$ cat config.mk
export PLATFORM = sky130hd
export DESIGN_NAME = div_ctrl_flat
export DESIGN_NICKNAME = d
export VERILOG_FILES = /design/src/rtl/div_ctrl_if.sv /design/src/rtl/div_ctrl.sv /design/src/flat_wrapper.sv
export SDC_FILE = /design/constraint.sdc
export NUM_CORES = 1
export LEC_CHECK = 0
export BUFFER_PORTS_ARGS = -buffer_cell sky130_fd_sc_hd__buf_2
export CAP_MARGIN = 20
export CELL_PAD_IN_SITES_DETAIL_PLACEMENT = 1
export CELL_PAD_IN_SITES_GLOBAL_PLACEMENT = 2
export CORE_ASPECT_RATIO = 0.6
export CORE_MARGIN = 4
export CORE_UTILIZATION = 29
export CTS_CLUSTER_DIAMETER = 100
export CTS_CLUSTER_SIZE = 12
export DETAILED_ROUTE_END_ITERATION = 12
export GPL_TIMING_DRIVEN = 0
export HOLD_SLACK_MARGIN = 0.05
export PLACE_DENSITY = 0.82
export SLEW_MARGIN = 5
export SYNTH_ARGS = -nofsm -noshare
export SYNTH_HDL_FRONTEND = slang
export SYNTH_SLANG_ARGS = --single-unit
$ cat constraint.sdc
create_clock -name clk -period 4.6 [get_ports clk]
set_input_delay 0.92 -clock clk [delete_from_list [all_inputs] [get_ports clk]]
set_output_delay 0.92 -clock clk [all_outputs]
set_load 0.05 [all_outputs]
$ cat src/rtl/div_ctrl_if.sv
// rtl/div_ctrl_if.sv - EXE-stage divider request/result bundle
interface div_ctrl_if #(
  parameter int WIDTH = 32
);
  logic             div_req;
  logic             div_signed;
  logic [WIDTH-1:0] div_src1;
  logic [WIDTH-1:0] div_src2;
  logic             div_cancel;
  logic             div_stall;
  logic             div_busy;
  logic             div_done;
  logic [WIDTH-1:0] div_quot;
  logic [WIDTH-1:0] div_rem;
  logic [1:0]       hl_we;
  logic [WIDTH-1:0] h_wdata;
  logic [WIDTH-1:0] l_wdata;

  modport master (
    output div_req, div_signed, div_src1, div_src2, div_cancel,
    input  div_stall, div_busy, div_done, div_quot, div_rem, hl_we, h_wdata, l_wdata
  );

  modport slave (
    input  div_req, div_signed, div_src1, div_src2, div_cancel,
    output div_stall, div_busy, div_done, div_quot, div_rem, hl_we, h_wdata, l_wdata
  );
endinterface

$ cat src/rtl/div_ctrl.sv
// rtl/div_ctrl.sv - iterative radix-2 restoring divider with EXE stall/HI-LO sequencing
module div_ctrl #(
  parameter int WIDTH = 32
) (
  input logic       clk,
  input logic       reset,
  div_ctrl_if.slave bus
);
  localparam int CW = $clog2(WIDTH);
  localparam logic [CW-1:0] LAST = CW'(WIDTH - 1);

  typedef enum logic [1:0] {S_IDLE, S_CALC, S_DONE} state_t;

  state_t           state, state_n;
  logic [CW-1:0]    cnt;
  logic [WIDTH-1:0] dvd;
  logic [WIDTH-1:0] dvs;
  logic [WIDTH-1:0] prem;
  logic             q_sign;
  logic             r_sign;
  logic [WIDTH-1:0] quot_q;
  logic [WIDTH-1:0] rem_q;

  logic [WIDTH:0]   upper;
  logic             ge;
  logic [WIDTH-1:0] prem_n;
  logic [WIDTH-1:0] dvd_n;
  logic [WIDTH-1:0] abs1;
  logic [WIDTH-1:0] abs2;
  logic             last;

  // dvd doubles as the quotient shift register: dividend bits leave at the top, quotient bits enter at the bottom
  assign upper  = {prem, dvd[WIDTH-1]};
  assign ge     = upper >= {1'b0, dvs};
  assign prem_n = ge ? (upper[WIDTH-1:0] - dvs) : upper[WIDTH-1:0];
  assign dvd_n  = {dvd[WIDTH-2:0], ge};

  assign abs1 = (bus.div_signed && bus.div_src1[WIDTH-1]) ? -bus.div_src1 : bus.div_src1;
  assign abs2 = (bus.div_signed && bus.div_src2[WIDTH-1]) ? -bus.div_src2 : bus.div_src2;
  assign last = (state == S_CALC) && (cnt == LAST);

  always_ff @(posedge clk) begin
    if (!reset) state <= S_IDLE;
    else        state <= state_n;
  end

  always_comb begin
    state_n = state;
    case (state)
      S_IDLE:  if (bus.div_req) state_n = S_CALC;
      S_CALC:  if (last)        state_n = S_DONE;
      S_DONE:                   state_n = S_IDLE;
      default:                  state_n = S_IDLE;
    endcase
    if (bus.div_cancel) state_n = S_IDLE;

    bus.div_stall = reset & (((state == S_IDLE) & bus.div_req & ~bus.div_cancel) | (state == S_CALC));
    bus.div_busy  = reset & ((state == S_CALC) | (state == S_DONE));
    bus.div_done  = reset & (state == S_DONE) & ~bus.div_cancel;
    bus.hl_we     = {2{bus.div_done}};
    bus.div_quot  = quot_q;
    bus.div_rem   = rem_q;
    bus.h_wdata   = rem_q;
    bus.l_wdata   = quot_q;
  end

  always_ff @(posedge clk) begin
    if (!reset) begin
      cnt    <= '0;
      dvd    <= '0;
      dvs    <= '0;
      prem   <= '0;
      q_sign <= 1'b0;
      r_sign <= 1'b0;
      quot_q <= '0;
      rem_q  <= '0;
    end else if (bus.div_cancel) begin
      cnt <= '0;
    end else begin
      case (state)
        S_IDLE: if (bus.div_req) begin
          dvd    <= abs1;
          dvs    <= abs2;
          prem   <= '0;
          cnt    <= '0;
          q_sign <= bus.div_signed & (bus.div_src1[WIDTH-1] ^ bus.div_src2[WIDTH-1]);
          r_sign <= bus.div_signed & bus.div_src1[WIDTH-1];
        end
        S_CALC: begin
          dvd  <= dvd_n;
          prem <= prem_n;
          cnt  <= cnt + CW'(1);
          // sign fix-up lands together with the final step so results are ready in DONE
          if (last) begin
            quot_q <= q_sign ? -dvd_n  : dvd_n;
            rem_q  <= r_sign ? -prem_n : prem_n;
          end
        end
        default: ;
      endcase
    end
  end
endmodule
$ cat src/flat_wrapper.sv
// flat-port wrapper written by rule: the top's interface ports become plain ports
module div_ctrl_flat 
#(
  parameter int WIDTH = 32
)
  (clk, reset, bus_div_req, bus_div_signed, bus_div_src1, bus_div_src2, bus_div_cancel, bus_div_stall, bus_div_busy, bus_div_done, bus_div_quot, bus_div_rem, bus_hl_we, bus_h_wdata, bus_l_wdata);
  div_ctrl_if #(.WIDTH(WIDTH)) bus_i ();
  input logic clk;
  input logic reset;
  input wire logic [$bits(bus_i.div_req)-1:0] bus_div_req;
  input wire logic [$bits(bus_i.div_signed)-1:0] bus_div_signed;
  input wire logic [$bits(bus_i.div_src1)-1:0] bus_div_src1;
  input wire logic [$bits(bus_i.div_src2)-1:0] bus_div_src2;
  input wire logic [$bits(bus_i.div_cancel)-1:0] bus_div_cancel;
  output wire logic [$bits(bus_i.div_stall)-1:0] bus_div_stall;
  output wire logic [$bits(bus_i.div_busy)-1:0] bus_div_busy;
  output wire logic [$bits(bus_i.div_done)-1:0] bus_div_done;
  output wire logic [$bits(bus_i.div_quot)-1:0] bus_div_quot;
  output wire logic [$bits(bus_i.div_rem)-1:0] bus_div_rem;
  output wire logic [$bits(bus_i.hl_we)-1:0] bus_hl_we;
  output wire logic [$bits(bus_i.h_wdata)-1:0] bus_h_wdata;
  output wire logic [$bits(bus_i.l_wdata)-1:0] bus_l_wdata;
  assign bus_i.div_req = bus_div_req;
  assign bus_i.div_signed = bus_div_signed;
  assign bus_i.div_src1 = bus_div_src1;
  assign bus_i.div_src2 = bus_div_src2;
  assign bus_i.div_cancel = bus_div_cancel;
  assign bus_div_stall = bus_i.div_stall;
  assign bus_div_busy = bus_i.div_busy;
  assign bus_div_done = bus_i.div_done;
  assign bus_div_quot = bus_i.div_quot;
  assign bus_div_rem = bus_i.div_rem;
  assign bus_hl_we = bus_i.hl_we;
  assign bus_h_wdata = bus_i.h_wdata;
  assign bus_l_wdata = bus_i.l_wdata;
  div_ctrl #(.WIDTH(WIDTH)) u_core (.clk(clk), .reset(reset), .bus(bus_i));
endmodule
Word-level counts from Yosys, hierarchy flattened
Cells that the tools add are included.
Operators by class
  mux-type cells: 14
  reductions and logical operators: 11
  equality and inequality tests: 5
  add/sub/neg operators: 6
  bitwise logic cells: 13
  $lt $le $gt $ge: 1
Operators with widths (count)
  32-bit two-way mux: 7
  32-bit negator: 4
  32-bit one-hot mux with 2 select lines: 2
  33-bit by 32-bit >= comparator with 1-bit output: 1
  32-bit subtractor: 1
  5-bit one-hot mux with 2 select lines: 1
  3-bit AND reduction: 3
  1-bit AND: 8
  5-bit by 1-bit adder with 5-bit output (second input constant): 1
  5-bit == test (second input constant): 1
  5-bit two-way mux: 1
  2-bit two-way mux: 2
  2-bit one-hot mux with 2 select lines: 1
  2-bit AND reduction: 2
  1-bit logical AND: 3
  2-bit by 1-bit == test with 1-bit output (second input constant): 1
  2-bit == test (second input constant): 1
  2-bit logical NOT: 1
  2-bit by 1-bit != test with 1-bit output (second input constant): 1
  2-bit != test (second input constant): 1
  1-bit inverter: 2
  1-bit OR: 2
  2-bit nonzero test: 1
  2-bit OR reduction: 1
  1-bit bitwise XOR: 1
Word-level totals
  output and inout port bits: 133
  input bits: 69
  word-level logic and storage cells: 59
  register bits after elaboration: 169

Logic depth before layout (Yosys ltp)
Gate-level depths: netlist of the first run.
  word-level depth: 5
  mapped depth: 22
  gate-level depth less buffers: 16

Least setup slack after synthesis of the first run
No wires, ideal clock.
  kind: register -> register
  start point: register u_core.prem[0]
  end point: register u_core.quot_q[30] (netlist: u_core.bus.div_quot[30])
  path slack: 82 ps
  required time: 4468 ps
  arrival time: 4385 ps
  period minus slack after synthesis: 4518 ps
  library setup time: 132 ps
  cell stages (with the launch flop): 20
  buffers on the path: 4
  cells stage by stage: dfxtp_1 -> ha_1 -> nor2b_4 -> o31ai_2 -> a211o_1 -> o32ai_2 -> or2_1 -> buf_6 -> inv_4 -> buf_2 -> clkbuf_1 -> clkbuf_1 -> ha_1 -> nand3_1 -> or4_1 -> o31ai_1 -> nand3_1 -> xor2_1 -> nand2_1 -> a21oi_1
On the way
  longest elaborated chain between the ends: 3
Ends and longest elaborated chain
  from (decl): line div_ctrl.sv:18  | logic [WIDTH-1:0] prem;
  from (signal assigned): line div_ctrl.sv:91  | prem <= prem_n;
  33-bit by 32-bit >= comparator with 1-bit output: line div_ctrl.sv:34  | assign ge = upper >= {1'b0, dvs};
  32-bit negator: line div_ctrl.sv:95  | quot_q <= q_sign ? -dvd_n : dvd_n;
  32-bit two-way mux: line div_ctrl.sv:95
  to (signal assigned): line div_ctrl.sv:95
  to (decl): line div_ctrl.sv:21  | logic [WIDTH-1:0] quot_q;
Every way passes these cells.
A chain may end at the register's enable or synchronous reset.

Final worst setup path of the first run
  start point: register u_core.prem[22]
  end point: register u_core.rem_q[30] (netlist: u_core.bus.div_rem[30])
On the way
  longest elaborated chain between the ends: 4
  elaborated cells on any way between the ends: 5
  classes of those cells: 2 x add/sub; 1 x order compare; 2 x mux
Ends and longest elaborated chain
  32-bit subtractor / 33-bit by 32-bit >= comparator with 1-bit output (equally long branches): line div_ctrl.sv:35, div_ctrl.sv:34
  32-bit two-way mux *: line div_ctrl.sv:35  | assign prem_n = ge ? (upper[WIDTH-1:0] - dvs) : upper[WIDTH-1:0];
  32-bit negator: line div_ctrl.sv:96  | rem_q <= r_sign ? -prem_n : prem_n;
  32-bit two-way mux *: line div_ctrl.sv:96
  to (signal assigned): line div_ctrl.sv:96
  to (decl): line div_ctrl.sv:22  | logic [WIDTH-1:0] rem_q;
Every way passes the cells marked *; elsewhere a longest branch is shown, timed or not.

==> reports/qor.csv, run 1 <==
metric;value;unit
Least-Margin Pin Slew;1.061;ns
IO Port Bufs;199;
cells after synthesis;1661;
Iteration-0 DRC Markers;1194;
XOR/XNOR Fraction of Synth Area;9.067;%
Peak VDD IR;0.1894;mV
Leak;5.935;nW
Area contributors post-synth;dfxtp_1 (28%), nand2_1 (6.6%), a21oi_1 (6.4%), nor2_1 (5.7%), xnor2_1 (4.8%);
Tcrit/Tclk final;97.53;%
Syn Std Cell Area;0.01217;mm2
root buffer cell;clkbuf_16;
detailed-route wire length per cell;21.69;um
skew final;0.01519;ns
register area share after synthesis;27.80;%
DR vias;13090;
initial antenna violation count;1;
critical path startpoint category;flop;
ANT cells;0;
Clock Latency Late Sink;0.46;ns
largest net degree at the start of global routing;29;
Hold Startpoint;u_core.dvs[21];
fin util;36.10;%
critical path fanouts, max;28;
Peak Freq;222.9;MHz
nets;1999;
worst rel slew slack;29.26;%
Worst EP arrival;4.83;ns
synth warn;0;
Initial Util;29.73;%
vias in the first global route;12920;
Pwr Density;272.8;mW/mm2
post-DP HPWL;43.39;mm
placed instance area;0.01387;mm2
Synth Area in Compound Gates;23.84;%
top_reg_cell synth;dfxtp_1;
Synth top area share;27.80;%
largest family of logic cells by synthesized area;simple AND/OR/NAND/NOR gates;
Synth Area in Adders;4.379;%
Critical path origin;u_core.prem[22];
clk sinks;169;
critical path required time;4.94;ns
#FFs+latches synth;169;
DRC violations left;0;
status;completed;
CP endpoint kind;flop;
R2R Path Start;u_core.prem[22];
library cells used by synthesis;83;
Rows;57;
ys async rst share;0;%
WL final;53.35;mm
die height;166.7;um
share of cells above drive strength 1;21.47;%
WS Path Type;flop to flop;
Worst Hold Class;flop to flop;
Syn Area/Cell;7.328;um2
Max Slew Vio Count;0;
vias per inst;5.323;
GR Util All Layers;22.86;%
gpl congestion;0.9607;
first-pass GRT wire length;80.54;mm
Yosys top cell by area;dfxtp_1;
total gr overflow;0;
post-synthesis simple-gate area fraction;23.99;%
CTS tree;yes;
Worst-path clk slew;0.08;ns
post-synth net total;1772;
TritonCTS buffer count;17;
full die area;0.04542;mm2
shortest period the worst path allows;4.487;ns
Fin. Hold Viols;0;
Post-Route Setup TNS;0;ns
DRT antenna net count;0;
final hold slack;0.4530;ns
Ports;202;
Die X;272.5;um
max-cap violation count;0;
Setup violations, final;0;
Bufs on Longest Clock Path;2;
DR pass1 iterations;5;
Area Overhead vs Synth;21.41;%
H-tree depth;4;
number of fill cells;5143;
Post-synth EDFFs;0;
core outline area;0.04094;mm2
final instance area;0.01478;mm2
multiplexer share of the synthesized area;1.501;%
[stage by stage]
step	cells	power (W)	worst slack, ns
after detailed placement	2420	0.002551	-1.421
after global routing	2460	0.004217	-0.003536
final	2460	0.004031	0.1135
after CTS	2454	0.003981	0.009890
after global placement	2420	0.002532	-1.381
after floorplan	1661	0.002192	0.08228
[layout by cell type, fill, tap and decap left out, types with 18 or more instances in the layout]
| master | instances |
|---|---|
| or4_1 | 20 |
| dfxtp_1 | 155 |
| clkbuf_1 | 75 |
| xor2_1 | 58 |
| inv_1 | 54 |
| o21ai_0 | 105 |
| nor2_1 | 184 |
| buf_4 | 81 |
| ha_1 | 37 |
| nand4_1 | 18 |
| o31ai_1 | 18 |
| xnor2_1 | 66 |
| nor3_1 | 34 |
| a21oi_1 | 150 |
| a211oi_1 | 48 |
| nand3_1 | 29 |
| nand2_1 | 213 |
| buf_2 | 213 |
[worst paths after layout]
path / to / slack, ns / cells past startpoint
setup / recovery: u_core.bus.div_rem[30] / 0.11 / 17
hold / removal: u_core.dvs[21] / 0.45 / 2
setup reg to reg: u_core.bus.div_rem[30] / 0.11 / 17
hold reg to reg: u_core.dvs[21] / 0.45 / 2
[per-layer routing]
| layer | GRT usage, % | vias to the layer above | routed length (um) |
|---|---|---|---|
| met5 | 0 | - | 0 |
| met1 | 36.75 | 6355 | 27650 |
| met4 | 2.719 | 0 | 324 |
| li1 | - | 6244 | - |
| met3 | 7.391 | 20 | 5627 |
| met2 | 29.55 | 475 | 19740 |
[cell usage after synthesis (all sizes together) (7+ instances only)]
library cell / number
a22oi: 13
o21ai: 111
o41ai: 13
nand4: 18
nor2b: 9
clkbuf: 77
nor2: 185
or2: 9
or4: 21
a211oi: 52
a21o: 13
a31oi: 15
nand2: 213
nand3: 30
or3: 15
dfxtp: 169
ha: 41
nor4: 17
mux2i: 16
o31ai: 22
a21oi: 157
and3: 13
xor2: 59
nor3: 37
o21a: 7
o211ai: 17
buf: 94
and2: 10
xnor2: 67
nand2b: 16
inv: 56
[worst max-delay path, cell delays in order, from the launching register on]
cell      delay (ns)
dfxtp_1         0.42
ha_1            0.33
clkbuf_2        0.19
nand2_1         0.17
nor3_4          0.24
nand4_1         0.25
o221ai_4        0.24
or2_1           0.15
buf_6           0.18
buf_12          0.22
mux2i_4         0.33
ha_2            0.28
o21ai_2         0.12
or3b_1          0.36
buf_2           0.17
o41ai_2         0.36
xnor2_1         0.25
o21ai_1         0.09
[area by class of cell]
cell class	instances	area (um2)	area share, %
multi-input cells	1265	7871	53.26
flip-flops and latches	169	3403	23.03
repair buffers	210	1079	7.298
plain buffers	169	975.9	6.604
well taps	560	700.7	4.741
clock buffers	19	442.9	2.997
inverters	56	212.7	1.439
clock inverters	12	92.59	0.6265
[registers in the layout (all words and copies together), names as in the netlist]
| signal | count |
|---|---|
| u_core.cnt | 5 |
| u_core.r_sign | 1 |
| u_core.bus.div_rem | 32 |
| u_core.q_sign | 1 |
| u_core.state | 2 |
| u_core.dvd | 32 |
| u_core.bus.div_quot | 32 |
| u_core.prem | 32 |
| u_core.dvs | 32 |
[timing repair]
item                       CTS  global route
setup endpoints to repair   32            24
setup buffers                5             6
hold buffers                 0             0
pin swaps                    5             7
resized for setup           40            29
[cell families after synthesis]
kind of cell,Yosys count
XOR/XNOR,126
AO/OA/AOI/OAI,461
adder cells (fa/ha/maj),42
buffers and inverters,227
AND/OR/NAND/NOR,618
flip-flops,169
multiplexers,18
[power breakdown]
group | switching, W | internal (W)
Sequential | 0.0000531 | 0.00150
Clock | 0.000698 | 0.000712
Combinational | 0.000708 | 0.000360
Power figures use the tool's default switching activity.
==> run 2: changes to the inputs <==
CELL_PAD_IN_SITES_DETAIL_PLACEMENT = not set   (was 1)
CELL_PAD_IN_SITES_GLOBAL_PLACEMENT = not set   (was 2)
CORE_UTILIZATION = 51   (was 29)
==> run 2 against run 1 <==
Non-clock buffer count fell by 6; first-iteration DRC count is 35% higher; power shrank 1.6%; clock skew fell by 0.0041 ns; sequential share of layout area rose by 0.67 points; critical path depth rose by 2; utilization up 25 points; global-route usage up 9.2 points; flip-flop and latch count did not move.
==> reports/qor.csv, run 2 (synthesized netlist as in run 1, its figures left out) <==
metric;value;unit;change
DRC violations left;0;;unchanged
worst rel slew slack;36.42;%;+7.2 points
DRT antenna net count;0;;unchanged
Rows;43;;-25%
max-cap violation count;0;;unchanged
share of cells above drive strength 1;19.92;%;-1.6 points
fin cells;2208;;-10%
core outline area;0.02330;mm2;-43%
H-tree depth;4;;unchanged
full die area;0.02648;mm2;-42%
TritonCTS buffer count;17;;unchanged
IO Port Bufs;199;;unchanged
GR Util All Layers;32.02;%;+9.2 points
ANT cells;0;;unchanged
Setup violations, final;0;;unchanged
Worst EP arrival;4.87;ns;+0.04 ns
CP endpoint kind;flop;;
R2R Path Start;u_core.prem[11];;
slowest CP cell;or4_4;;
root buffer cell;clkbuf_16;;
post-DP HPWL;35.66;mm;-18%
Max Slew Vio Count;0;;unchanged
Iteration-0 DRC Markers;1617;;+35%
critical path required time;4.96;ns;+0.02 ns
die height;127.7;um;-23%
Hold EP;u_core.bus.div_rem[17];;
initial antenna violation count;0;;-1
reg2reg end;u_core.bus.div_quot[30];;
Worst R2R Setup Slack;0.09;ns;-0.02 ns
DR vias;13250;;+1.2%
Hold Startpoint;u_core.bus.div_rem[17];;
Peak Freq;221.9;MHz;-0.46%
Initial Util;52.25;%;+23 points
Worst-path clk slew;0.07;ns;about the same
Pwr Density;277.2;mW/mm2;+1.6%
Area Overhead vs Synth;17.61;%;
WS Path Type;flop to flop;;
total gr overflow;0;;unchanged
largest net degree at the start of global routing;29;;unchanged
Leak;5.858;nW;-1.3%
most frequent cells in the layout;buf_2 (213), nand2_1 (213), nor2_1 (184);;
vias per inst;6.000;;+13%
critical path fanouts, max;19;;-32%
Fin. Hold Viols;0;;unchanged
vias in the first global route;11470;;-11%
status;completed;;
Clock Latency Late Sink;0.44;ns;-0.02 ns
total power;0.003968;W;-1.6%
crit-path max cell delay;0.52;ns;+0.10 ns
critical path startpoint category;flop;;
Bufs on Longest Clock Path;2;;unchanged
WL final;44.40;mm;-17%
Die X;207.4;um;-24%
CTS tree;yes;;
Tcrit/Tclk final;97.98;%;+0.45 points
gpl congestion;1.000;;+4.1%
Worst Hold Class;flop to flop;;
clk sinks;169;;unchanged
nets;1993;;-0.30%
hold path depth;2;;unchanged
Peak VDD IR;0.2156;mV;+14%
Least-Margin Pin Slew;0.9538;ns;-0.1073 ns
skew final;0.01105;ns;-0.004139 ns
Ports;202;;unchanged
DR pass1 iterations;6;;+1
crit-path cells;ha_1 -> buf_4 -> a21oi_1 -> o21ai_1 -> a21oi_2 -> o221ai_4 -> or2_1 -> buf_6 -> inv_4 -> buf_8 -> clkbuf_8 -> ha_2 -> nand3_1 -> or4_4 -> o31ai_4 -> nand3_1 -> xor2_1 -> nand2_1 -> a21oi_1;;
Placed Cells incl. Taps;2175;;-10%
first-pass GRT wire length;67.18;mm;-17%
path depth of the worst reg2reg path;19;;+2
detailed-route wire length per cell;20.11;um;-7.3%
shortest period the worst path allows;4.507;ns;+0.02072 ns
-- run 2: timing repair --
| action | 4_1_cts | 5_1_grt |
|---|---|---|
| hold buffers | 0 | 0 |
| resized for setup | 16 | 19 |
| pin swaps | 2 | 5 |
| setup endpoints to repair | 31 | 16 |
| buffers inserted | 2 | 4 |
-- run 2: how the worst max path moves through the flow --
stage                                from                       to  cells after the start
after floorplan            u_core.prem[0]  u_core.bus.div_quot[30]                     19
after global placement    u_core.prem[11]  u_core.bus.div_quot[30]                     20
after detailed placement  u_core.prem[11]  u_core.bus.div_quot[30]                     20
after CTS                  u_core.prem[9]  u_core.bus.div_quot[30]                     19
after global routing      u_core.prem[18]   u_core.bus.div_rem[30]                     17
final                     u_core.prem[11]  u_core.bus.div_quot[30]                     19
-- run 2: metrics by stage --
stage / cell area (um2) / util [%] / setup slack (ns) / hold WS (ns) / TNS (ns)
4_1_cts: 14210 / 61.01 / 0.02294 / 0.4626 / 0
3_3_place_gp: 13560 / 58.21 / -1.397 / 0.4409 / -17.79
6_report: 14320 / 61.45 / 0.09276 / 0.4642 / 0
5_1_grt: 14320 / 61.45 / -0.01235 / 0.4869 / -0.01235
3_5_place_dp: 13560 / 58.21 / -1.385 / 0.4554 / -19.17
2_1_floorplan: 12170 / - / 0.08228 / 0.4319 / 0
-- run 2: routing by layer --
layer | vias up | global-route usage (%) | wire length (um)
met3 | 45 | 13.16 | 7074
li1 | 6252 | - | -
met2 | 833 | 40.34 | 16030
met5 | - | 0 | 0
met1 | 6118 | 50.23 | 20860
met4 | 0 | 5.245 | 429
-- run 2: power breakdown --
group          total (W)  internal, W  switching, W
Clock            0.00143     0.000810      0.000618
Sequential       0.00156      0.00150     0.0000558
Combinational   0.000983     0.000338      0.000645
Total            0.00397      0.00265       0.00132
-- run 2: final cells by class --
cell class,instances,area [um2]
well taps,315,394.1
multi-input cells,1265,7751
clock buffers,20,446.7
repair buffers,205,1041
fillers,2203,8981
inverters,56,212.7
flip-flops and latches,169,3392
plain buffers,168,957.2
clock inverters,10,120.1
-- run 2: worst max-delay path, delay by kind of cell (launching register included) --
kind	cells	cell delay, ns
flip-flops	1	0.37
AO/OA/AOI/OAI	6	1.29
AND/OR/NAND/NOR	5	1.15
XOR/XNOR	1	0.18
buffers and inverters	5	0.87
adder cells (fa/ha/maj)	2	0.55
==> run 3: changes to the inputs <==
RECOVER_POWER = 25   (was not set)
SLEW_MARGIN = 20   (was 5)
==> run 3 against run 2 <==
Combinational power hardly changed; highest routed layer unchanged; non-clock buffer count did not move; cell count stayed put; largest power group unchanged; sequential share of layout area increased by 0.15 points; routed wire length up 0.47%; maximum frequency is 0.26% higher; via count up 0.17%; worst hold slack worse by 0.0017 ns; global-route usage unchanged; clock power about the same.
==> reports/qor.csv, run 3 (synthesized netlist as in run 1, its figures left out) <==
metric;value;unit;change
shortest period the worst path allows;4.496;ns;-0.01154 ns
detailed-route wire length per cell;20.20;um;+0.47%
Max Slew Vio Count;0;;unchanged
WL final;44.61;mm;+0.47%
GR Util All Layers;32.02;%;unchanged
vias per inst;6.010;;+0.17%
DR vias;13270;;+0.17%
Setup violations, final;0;;unchanged
Leak;5.540;nW;-5.4%
full die area;0.02648;mm2;unchanged
Rows;43;;unchanged
Initial Util;52.25;%;unchanged
DRC violations left;0;;unchanged
clk sinks;169;;unchanged
Clock Latency Late Sink;0.44;ns;about the same
ANT cells;0;;unchanged
die height;127.7;um;unchanged
Ports;202;;unchanged
# hold bufs at CTS;0;;unchanged
largest net degree at the start of global routing;29;;unchanged
Pwr Density;279.4;mW/mm2;+0.78%
Area Overhead vs Synth;16.87;%;
Die X;207.4;um;unchanged
Worst Hold Class;flop to flop;;
initial antenna violation count;0;;unchanged
DR pass1 iterations;5;;-1
dpl ws;-1.385;ns;unchanged
root buffer cell;clkbuf_16;;
slowest CP cell;or4_4;;
IO Port Bufs;199;;unchanged
status;completed;;
H-tree depth;4;;unchanged
max-cap violation count;0;;unchanged
core outline area;0.02330;mm2;unchanged
crit-path max cell delay;0.52;ns;about the same
worst rel slew slack;36.62;%;+0.21 points
most frequent cells in the layout;nand2_1 (213), nor2_1 (184), dfxtp_1 (162);;
Iteration-0 DRC Markers;1612;;-0.31%
critical path startpoint category;flop;;
Worst-path clk slew;0.07;ns;about the same
skew final;0.01020;ns;-0.0008510 ns
nets;1993;;unchanged
DRT antenna net count;0;;unchanged
Least-Margin Pin Slew;0.9507;ns;-0.003077 ns
Fin. Hold Viols;0;;unchanged
post-DP HPWL;35.66;mm;unchanged
CTS tree;yes;;
share of cells above drive strength 1;16.11;%;-3.8 points
fin cells;2208;;unchanged
total gr overflow;0;;unchanged
fin util;61.06;%;-0.39 points
critical path fanouts, max;19;;unchanged
Tcrit/Tclk final;97.73;%;-0.25 points
path depth of the worst reg2reg path;19;;unchanged
Peak VDD IR;0.2182;mV;+1.2%
WS Path Type;flop to flop;;
critical path required time;4.96;ns;about the same
CP endpoint kind;flop;;
Bufs on Longest Clock Path;2;;unchanged
hold path depth;2;;unchanged
most common cell after layout, fill and taps aside;nand2_1;;
first-pass GRT wire length;67.18;mm;unchanged
Placed Cells incl. Taps;2175;;unchanged
total power;0.003974;W;+0.14%
vias in the first global route;11470;;unchanged
Worst EP arrival;4.86;ns;about the same
gpl congestion;1.000;;unchanged
TritonCTS buffer count;17;;unchanged
final worst slack;0.1043;ns;+0.01154 ns
crit-path cells;ha_1 -> buf_4 -> a21oi_1 -> o21ai_1 -> a21oi_2 -> o221ai_4 -> or2_1 -> buf_6 -> inv_4 -> buf_8 -> clkbuf_8 -> ha_2 -> nand3_1 -> or4_4 -> o31ai_4 -> nand3_1 -> xor2_1 -> nand2_1 -> a21oi_1;;
Peak Freq;222.4;MHz;+0.26%
[run 3: through the flow]
step	setup TNS, ns	cell area, um2	hold slack [ns]
after global placement	-17.79	13560	0.4409
after detailed placement	-19.17	13560	0.4554
after global routing	-0.01235	14220	0.4869
after CTS	0	14210	0.4626
after floorplan	0	12170	0.4319
final	0	14220	0.4625
[run 3: worst paths after layout]
kind	startpoint	endpoint	slack [ns]
setup / recovery	u_core.prem[11]	u_core.bus.div_quot[30]	0.10
hold / removal	u_core.dvs[16]	u_core.dvs[16]	0.46
setup reg to reg	u_core.prem[11]	u_core.bus.div_quot[30]	0.10
hold reg to reg	u_core.dvs[16]	u_core.dvs[16]	0.46
[run 3: critical path: cells and delay by family (launching register included)]
family          cells  cell delay [ns]
flops               1             0.42
fa+ha+maj           2             0.51
xor+xnor            1             0.18
compound gates      6             1.28
simple gates        5             1.14
buf+inv             5             0.87
[run 3: timing repair]
item,4_1_cts,5_1_grt
endpoints found under the setup margin,31,16
resized for setup,16,19
pin swaps,2,5
setup buffers,2,4
[run 3: area by class of cell]
class                   instances  area, um2
clock buffers                  20      446.7
well taps                     315      394.1
plain buffers                 168      957.2
inverters                      56      212.7
clock inverters                10      120.1
multi-input cells            1265       7751
fillers                      2261       9071
repair buffers                205      950.9
flip-flops and latches        169       3392
[run 3: routing by layer]
metal  up-vias  part of all wire [%]  track usage, %
met1      6181                    47           50.23
met3        38                    16           13.16
met2       799                    36           40.34
met4         0                  0.86           5.245
met5         -                     0               0
li1       6253                     -               -
[run 3: where the power goes]
part / internal, W / switching [W]
Sequential: 0.00150 / 0.0000563
Clock: 0.000810 / 0.000622
Combinational: 0.000338 / 0.000646
Total: 0.00265 / 0.00132
